==> config.mk <==
export PLATFORM = sky130hd
export DESIGN_NAME = adder_arbiter
export DESIGN_NICKNAME = d
export VERILOG_FILES = /design/src/rtl/adder_arbiter.sv
export SDC_FILE = /design/constraint.sdc
export NUM_CORES = 1
export LEC_CHECK = 0
export CAP_MARGIN = 30
export CELL_PAD_IN_SITES_DETAIL_PLACEMENT = 2
export CELL_PAD_IN_SITES_GLOBAL_PLACEMENT = 2
export CORE_MARGIN = 5
export CORE_UTILIZATION = 21
export CTS_CLUSTER_SIZE = 16
export DETAILED_ROUTE_END_ITERATION = 8
export HOLD_SLACK_MARGIN = 0.06
export PLACE_DENSITY = 0.93
export SLEW_MARGIN = 10
export SYNTH_ARGS = -nofsm -noshare
export SYNTH_HDL_FRONTEND = slang
export SYNTH_SLANG_ARGS = --single-unit
==> constraint.sdc <==
create_clock -name clk -period 12.94 [get_ports clk]
set_clock_uncertainty 0.1 [all_clocks]
set_input_delay 3.882 -clock clk [delete_from_list [all_inputs] [get_ports clk]]
set_output_delay 3.882 -clock clk [all_outputs]
set_load 0.005 [all_outputs]
==> src/rtl/adder_arbiter.sv <==
// Purpose: shares one BUS_WIDTH-bit adder between NUM_REQ requesters with round-robin grant.
// Latency: one cycle from the transfer edge to rsp_valid; one add per cycle while rsp_ready=1.
// Backpressure: a held result with rsp_ready=0 blocks all grants (req_ready=0) and holds outputs.
//
// Ports:
//   clk, reset            - clock; asynchronous active-high reset
//   req_valid/req_ready   - per-requester request handshake (req_ready is combinational, one-hot or zero)
//   req_a, req_b          - packed operands, requester i at [i*BUS_WIDTH +: BUS_WIDTH]
//   rsp_valid/rsp_ready   - registered response handshake
//   rsp_sum, rsp_carry    - (a+b) mod 2^BUS_WIDTH and its carry-out
//   rsp_id                - index of the requester that owns the result
module adder_arbiter #(
    parameter int BUS_WIDTH = 32,
    parameter int NUM_REQ   = 4,
    parameter int ID_WIDTH  = 2
) (
    input  logic                         clk,
    input  logic                         reset,
    input  logic [NUM_REQ-1:0]           req_valid,
    input  logic [NUM_REQ*BUS_WIDTH-1:0] req_a,
    input  logic [NUM_REQ*BUS_WIDTH-1:0] req_b,
    output logic [NUM_REQ-1:0]           req_ready,
    output logic                         rsp_valid,
    output logic [BUS_WIDTH-1:0]         rsp_sum,
    output logic                         rsp_carry,
    output logic [ID_WIDTH-1:0]          rsp_id,
    input  logic                         rsp_ready
);

    localparam int PW = (NUM_REQ > 1) ? $clog2(NUM_REQ) : 1;

    typedef enum logic {
        EMPTY = 1'b0,
        FULL  = 1'b1
    } state_t;

    state_t              state_q, state_d;
    logic [PW-1:0]       ptr_q, ptr_d;
    logic [PW-1:0]       gidx;
    logic [PW:0]         cand;
    logic                found;
    logic [NUM_REQ-1:0]  grant;
    logic                slot_free;
    logic                transfer;
    logic [BUS_WIDTH-1:0] a_sel, b_sel;
    logic [BUS_WIDTH:0]   sum_full;

    // Round-robin search starting at ptr; the candidate index is computed with one
    // extra bit so the wrap back to 0 works for non-power-of-two NUM_REQ.
    always_comb begin
        grant = '0;
        gidx  = '0;
        found = 1'b0;
        cand  = '0;
        for (int i = 0; i < NUM_REQ; i++) begin
            cand = {1'b0, ptr_q} + (PW+1)'(i);
            if (cand >= (PW+1)'(NUM_REQ)) begin
                cand = cand - (PW+1)'(NUM_REQ);
            end
            if (!found && req_valid[cand[PW-1:0]]) begin
                found                 = 1'b1;
                grant[cand[PW-1:0]]   = 1'b1;
                gidx                  = cand[PW-1:0];
            end
        end
    end

    // The slot can take a new result when empty, or when the held one leaves this cycle.
    assign slot_free = (state_q == EMPTY) || rsp_ready;
    assign req_ready = (slot_free && !reset) ? grant : '0;
    assign transfer  = |req_ready;

    // One-hot AND-OR operand mux keyed by the grant vector.
    always_comb begin
        a_sel = '0;
        b_sel = '0;
        for (int k = 0; k < NUM_REQ; k++) begin
            if (grant[k]) begin
                a_sel = a_sel | req_a[k*BUS_WIDTH +: BUS_WIDTH];
                b_sel = b_sel | req_b[k*BUS_WIDTH +: BUS_WIDTH];
            end
        end
    end

    assign sum_full = {1'b0, a_sel} + {1'b0, b_sel};

    always_comb begin
        state_d = state_q;
        ptr_d   = ptr_q;
        if (transfer) begin
            state_d = FULL;
            ptr_d   = (gidx == PW'(NUM_REQ - 1)) ? '0 : gidx + PW'(1);
        end else if (state_q == FULL && rsp_ready) begin
            state_d = EMPTY;
        end
    end

    always_ff @(posedge clk or posedge reset) begin
        if (reset) begin
            state_q <= EMPTY;
            ptr_q   <= '0;
        end else begin
            state_q <= state_d;
            ptr_q   <= ptr_d;
        end
    end

    // Payload registers load only on a transfer; otherwise they keep the last result.
    always_ff @(posedge clk or posedge reset) begin
        if (reset) begin
            rsp_sum   <= '0;
            rsp_carry <= 1'b0;
            rsp_id    <= '0;
        end else if (transfer) begin
            rsp_sum   <= sum_full[BUS_WIDTH-1:0];
            rsp_carry <= sum_full[BUS_WIDTH];
            rsp_id    <= ID_WIDTH'(gidx);
        end
    end

    assign rsp_valid = (state_q == FULL);

endmodule

==> impl_metrics.yaml, run 1 <==
status:
  status: "finished, final reports clean"
synthesis:
  synth_common_cells: "129 x a22oi_1, 124 x nand2_1, 42 x o21ai_0, 38 x dfrtp_1, 38 x ha_1"
  synthDistinctLibCells: 55
  yosysMostFrequentCell: "a22oi_1"
  synth_cells: 640
  synth.largest_area_cell: "a22oi_1"
  synth_warnings: 0
  ys_seq_area_frac: 0.196
  mappedNetlistArea_um2: 4850
  synthFlopType: "dfrtp_1"
  synth_edf_count: 0
  syn_nets: 942
  synth_area_leaders: "a22oi_1 20%, dfrtp_1 20%, ha_1 9.8%"
  async_flop_share: 1.00
  ys_ff_latch: 38
  synth_top_area_frac: 0.200
  avgSynthCellArea_um2: 7.58
floorplanning:
  die_y_um: 162
  design.die.area_um2: 26200
  start_util: 0.214
  fp.coreArea_um2: 22700
  rows: 55
  die_w_um: 162
  io_pins: 303
global_routing:
  grt_max_degree: 73
  grt_usage: 0.191
  first_global_vias: 7096
  grt_pass1_wl_um: 39900
  antenna_found_initial: 0
  gr-total-overflow: 0
setup_path:
  arrival_ns: 7.04
  critPathCaptureType: "primary output"
  cp-start-kind: "input pin"
  cp.required_ns: 8.96
  crit_path_max_fanout: 30
  critPathKind: "input pin to primary output"
placed_design:
  dp_slack_ns: 1.93
  port_buffers: 302
  postPlaceCellArea_um2: 8110
  finalWeightedCongestion: 0.861
  dp_hpwl_um: 21900
clock_network:
  cts_tree: "yes"
  post_cts_resized: 0
  htree_levels: 2
  clk_latency_ns: 0.28
  clkSlewWorstSetupHoldPaths_ns: 0.06
  cts_buffers: 5
  clock-sinks: 38
  postCtsSetupBuffers: 0
  clockRootBuffer: "clkbuf_16"
  clockBufferDepth: 2
  holdBufCountCts: 0
routing:
  drt_iter0_markers: 196
  wl_per_cell_um: 21.8
  drt_drc_violations_left: 0
  drtAntennaViolNets: 0
  first_pass_iters: 4
  wl_um: 26200
  drt-vias-per-instance: 5.22
  vias: 6284
layout:
  post-route-cell-area_um2: 8310
  nets: 1219
  area.growth.synth_to_final_pct: 71.3
  drive_gt1_frac: 0.0338
  antenna_cells: 0
timing:
  setup_tns_ns: 0
  finalWorstSetupSlack_ns: 1.92
  hold_violations: 0
  period_needed_ns: 11.02
  finalSetupViolCount: 0
  slew_headroom: 0.532
  worstMarginPinSlew_ns: 0.694
  rsz0062_at_grt: "false"
  fin_crit_sh: 0.852
  fmax_ghz: 0.0907
  slew_viol_final: 0
min_path:
  hold_class: "flop to flop"
flow_run:
  maxCapViolations: 0
[through the flow]
step | instances | util | hold WS (ns)
3_5_place_dp | 1195 | 0.357 | 0.373
2_1_floorplan | 640 | - | 0.373
6_report | 1203 | 0.366 | 0.382
5_1_grt | 1203 | 0.366 | 0.425
3_3_place_gp | 1195 | 0.357 | 0.361
4_1_cts | 1203 | 0.366 | 0.388
[per-layer routing]
metal	wire (um)	global-route usage	vias up	part of all wire
li1	-	-	2980	-
met1	11000	0.230	3036	0.42
met2	13000	0.348	249	0.49
met3	1920	0.0452	19	0.073
met4	296	0.0334	0	0.011
met5	0	0	-	0
[registers in the layout (all words and copies together) (netlist names), named ones only]
| register | cells |
|---|---|
| ptr_q | 1 |
| rsp_sum | 32 |
| rsp_valid | 1 |
| rsp_id | 2 |
| rsp_carry | 1 |
[worst max-delay path, stage by stage]
cell	delay, ns
clkdlybuf4s50_1	0.52
mux4_2	0.67
nor4b_2	0.58
nand2_1	0.13
o211ai_1	0.11
buf_4	0.38
and2_1	0.23
clkdlybuf4s50_1	0.52
[layout by cell type, fill, tap and decap left out, types with 3 or more instances in the layout]
cell type / Yosys / layout
inv_1: 18 / 17
a221oi_1: 3 / 3
a21boi_0: 5 / 5
clkdlybuf4s50_1: 0 / 302
o31ai_1: 6 / 6
a22oi_1: 129 / 129
clkbuf_16: 0 / 5
ha_1: 38 / 38
nor3_1: 8 / 8
a211oi_1: 5 / 5
o21ai_0: 42 / 42
xnor2_1: 9 / 9
nand2_1: 124 / 124
and2_1: 6 / 6
a22o_1: 4 / 4
nor2b_1: 6 / 6
buf_4: 1 / 10
xor2_1: 15 / 15
mux2_2: 3 / 3
dfrtp_1: 38 / 38
mux4_2: 4 / 4
nand2b_1: 4 / 4
nor2_1: 21 / 21
o21a_1: 3 / 3
nand4_1: 3 / 3
a21oi_1: 35 / 35
o21bai_1: 4 / 4
nand3_1: 6 / 6
and3_1: 4 / 4
o211ai_1: 11 / 11
a21o_1: 15 / 15
a31oi_1: 3 / 3
[cells by family (layout without fill, tap and decap cells)]
group	Yosys count	after routing	share of synthesized area
muxes	9	9	0.0299
AOI/OAI and AO/OA	281	281	0.405
buffers and inverters	60	338	0.0542
adders and majority gates	39	39	0.102
and+or+nand+nor	189	189	0.169
DFF	38	38	0.196
xor gates and xnor gates	24	24	0.0433
[cell type report]
type | instances | area [um^2]
Inverter | 18 | 67.6
Fill cell | 2582 | 14400
Clock buffer | 6 | 139
Tap cell | 285 | 357
Multi-Input combinational cell | 542 | 3640
Clock inverter | 2 | 60.1
Sequential cell | 38 | 951
Timing Repair Buffer | 312 | 3100
[path summary, 6_finish.rpt]
kind                              start           end  slack [ns]  depth (start not counted)
min in group asynchronous         reset    rsp_sum[4]        3.96                          3
min                         rsp_sum[17]   rsp_sum[17]        0.38                          2
max in group asynchronous         reset     rsp_valid        8.36                          3
max                        req_valid[3]  req_ready[0]        1.92                          8
max reg2reg                        flop   rsp_sum[26]        6.57                         20
min reg2reg                 rsp_sum[17]   rsp_sum[17]        0.38                          2
Power of run 1 is left out: the tool's default activity adds up to more than one toggle a clock period on the data nets, which glitch-free logic cannot reach.
==> run 2, diff against run 1 <==
CORE_ASPECT_RATIO = 1.75   (was default)
clock period = 13.8 ns   (was 12.94 ns; I/O delays follow)
==> impl_metrics.yaml, run 2 (synthesis gave the netlist of run 1 again) <==
clock_network:
  cts_buffers: 5
  clockBufferDepth: 2
  htree_levels: 2
  cts_tree: "yes"
  clock-sinks: 38
  post_cts_resized: 0
  clockRootBuffer: "clkbuf_16"
  clk_latency_ns: 0.28
  clkSlewWorstSetupHoldPaths_ns: 0.06
  postCtsSetupBuffers: 0
  holdBufCountCts: 0
routing:
  drt_drc_violations_left: 0
  wl_um: 26700
  first_pass_iters: 4
  drt-vias-per-instance: 5.17
  drt_iter0_markers: 233
  drtAntennaViolNets: 0
  wl_per_cell_um: 21.9
  vias: 6302
status:
  status: "finished, final reports clean"
setup_path:
  cp.required_ns: 9.56
  critPathCaptureType: "primary output"
  r2r-end: "rsp_sum[26]"
  crit_path_max_fanout: 13
  r2r_setup_slack_ns: 7.21
  arrival_ns: 6.91
  critPathKind: "input pin to primary output"
  reg2reg_depth: 20
  cp-start-kind: "input pin"
floorplanning:
  rows: 73
  die_w_um: 125
  start_util: 0.213
  fp.coreArea_um2: 22700
  design.die.area_um2: 26400
  die_y_um: 211
  io_pins: 303
placed_design:
  postPlaceCellArea_um2: 8130
  finalWeightedCongestion: 0.850
  dp_hpwl_um: 22300
  port_buffers: 302
layout:
  final_common_cell: "clkdlybuf4s50_1"
  seq_area_um2: 951
  nets: 1219
  fillers: 2543
  top_regs: "rsp_sum x32, rsp_id x2"
  largest-register: "rsp_sum"
  area.growth.synth_to_final_pct: 70.6
  largest_register_ffs: 32
  drive_gt1_frac: 0.0316
  post-route-cell-area_um2: 8280
  antenna_cells: 0
  layout_common_cells: "302 x clkdlybuf4s50_1, 129 x a22oi_1, 124 x nand2_1, 42 x o21ai_0"
  multi_input_area_um2: 3640
min_path:
  min_to: "rsp_sum[27]"
  min_from: "rsp_sum[27]"
  hold_class: "flop to flop"
  hold_depth: 2
timing:
  fin_crit_sh: 0.808
  finalSetupViolCount: 0
  setup_tns_ns: 0
  fin_hold_ws_ns: 0.381
  worstMarginPinSlew_ns: 0.791
  slew_headroom: 0.473
  rsz0062_at_grt: "false"
  slew_viol_final: 0
  fmax_ghz: 0.0897
  hold_violations: 0
  period_needed_ns: 11.15
global_routing:
  grt_pass1_wl_um: 40600
  grt_max_degree: 66
  grt_usage: 0.193
  antenna_found_initial: 0
  gr-total-overflow: 0
  first_global_vias: 7155
flow_run:
  maxCapViolations: 0
==> run 2: layer usage <==
metal | global-route usage | up-vias | part of all wire
met5 | 0 | - | 0
met4 | 0.0857 | 0 | 0.043
met3 | 0.0238 | 40 | 0.040
met2 | 0.381 | 219 | 0.54
met1 | 0.202 | 3067 | 0.38
li1 | - | 2976 | -
==> run 2: area by class of cell <==
| type | instances | share of cell area |
|---|---|---|
| clock buffer | 7 | 0.0172 |
| inverter | 18 | 0.00816 |
| tap | 300 | 0.0454 |
| multi-input combinational | 542 | 0.439 |
| timing repair buffer | 312 | 0.374 |
| sequential | 38 | 0.115 |
| clock inverter | 1 | 0.000605 |
==> run 2: worst max path at each step <==
| stage | start | to | slack, ns | depth (start not counted) |
|---|---|---|---|---|
| after global placement | req_valid[3] | req_ready[3] | 2.73 | 7 |
| after floorplan | req_valid[2] | req_ready[3] | 3.56 | 7 |
| after global routing | req_valid[3] | req_ready[3] | 2.49 | 7 |
| after detailed placement | req_valid[3] | req_ready[3] | 2.68 | 7 |
| after CTS | req_valid[3] | req_ready[3] | 2.65 | 7 |
| final | req_valid[3] | req_ready[3] | 2.65 | 7 |
==> run 2: critical path, stage by stage <==
cell and delay [ns]:
clkdlybuf4s50_1 0.52, mux4_2 0.66, nor4b_2 0.56, nand2_1 0.11
o211ai_1 0.14, and2_1 0.24, clkdlybuf4s50_1 0.54
==> run 2: stage by stage <==
| stage | util | setup slack (ns) | instances |
|---|---|---|---|
| 4_1_cts | 0.364 | 2.65 | 1218 |
| 3_3_place_gp | 0.357 | 2.73 | 1210 |
| 3_5_place_dp | 0.357 | 2.68 | 1210 |
| 2_1_floorplan | - | 3.56 | 640 |
| 5_1_grt | 0.364 | 2.49 | 1218 |
| 6_report | 0.364 | 2.65 | 1218 |
Power of run 2 is left out for the same reason.
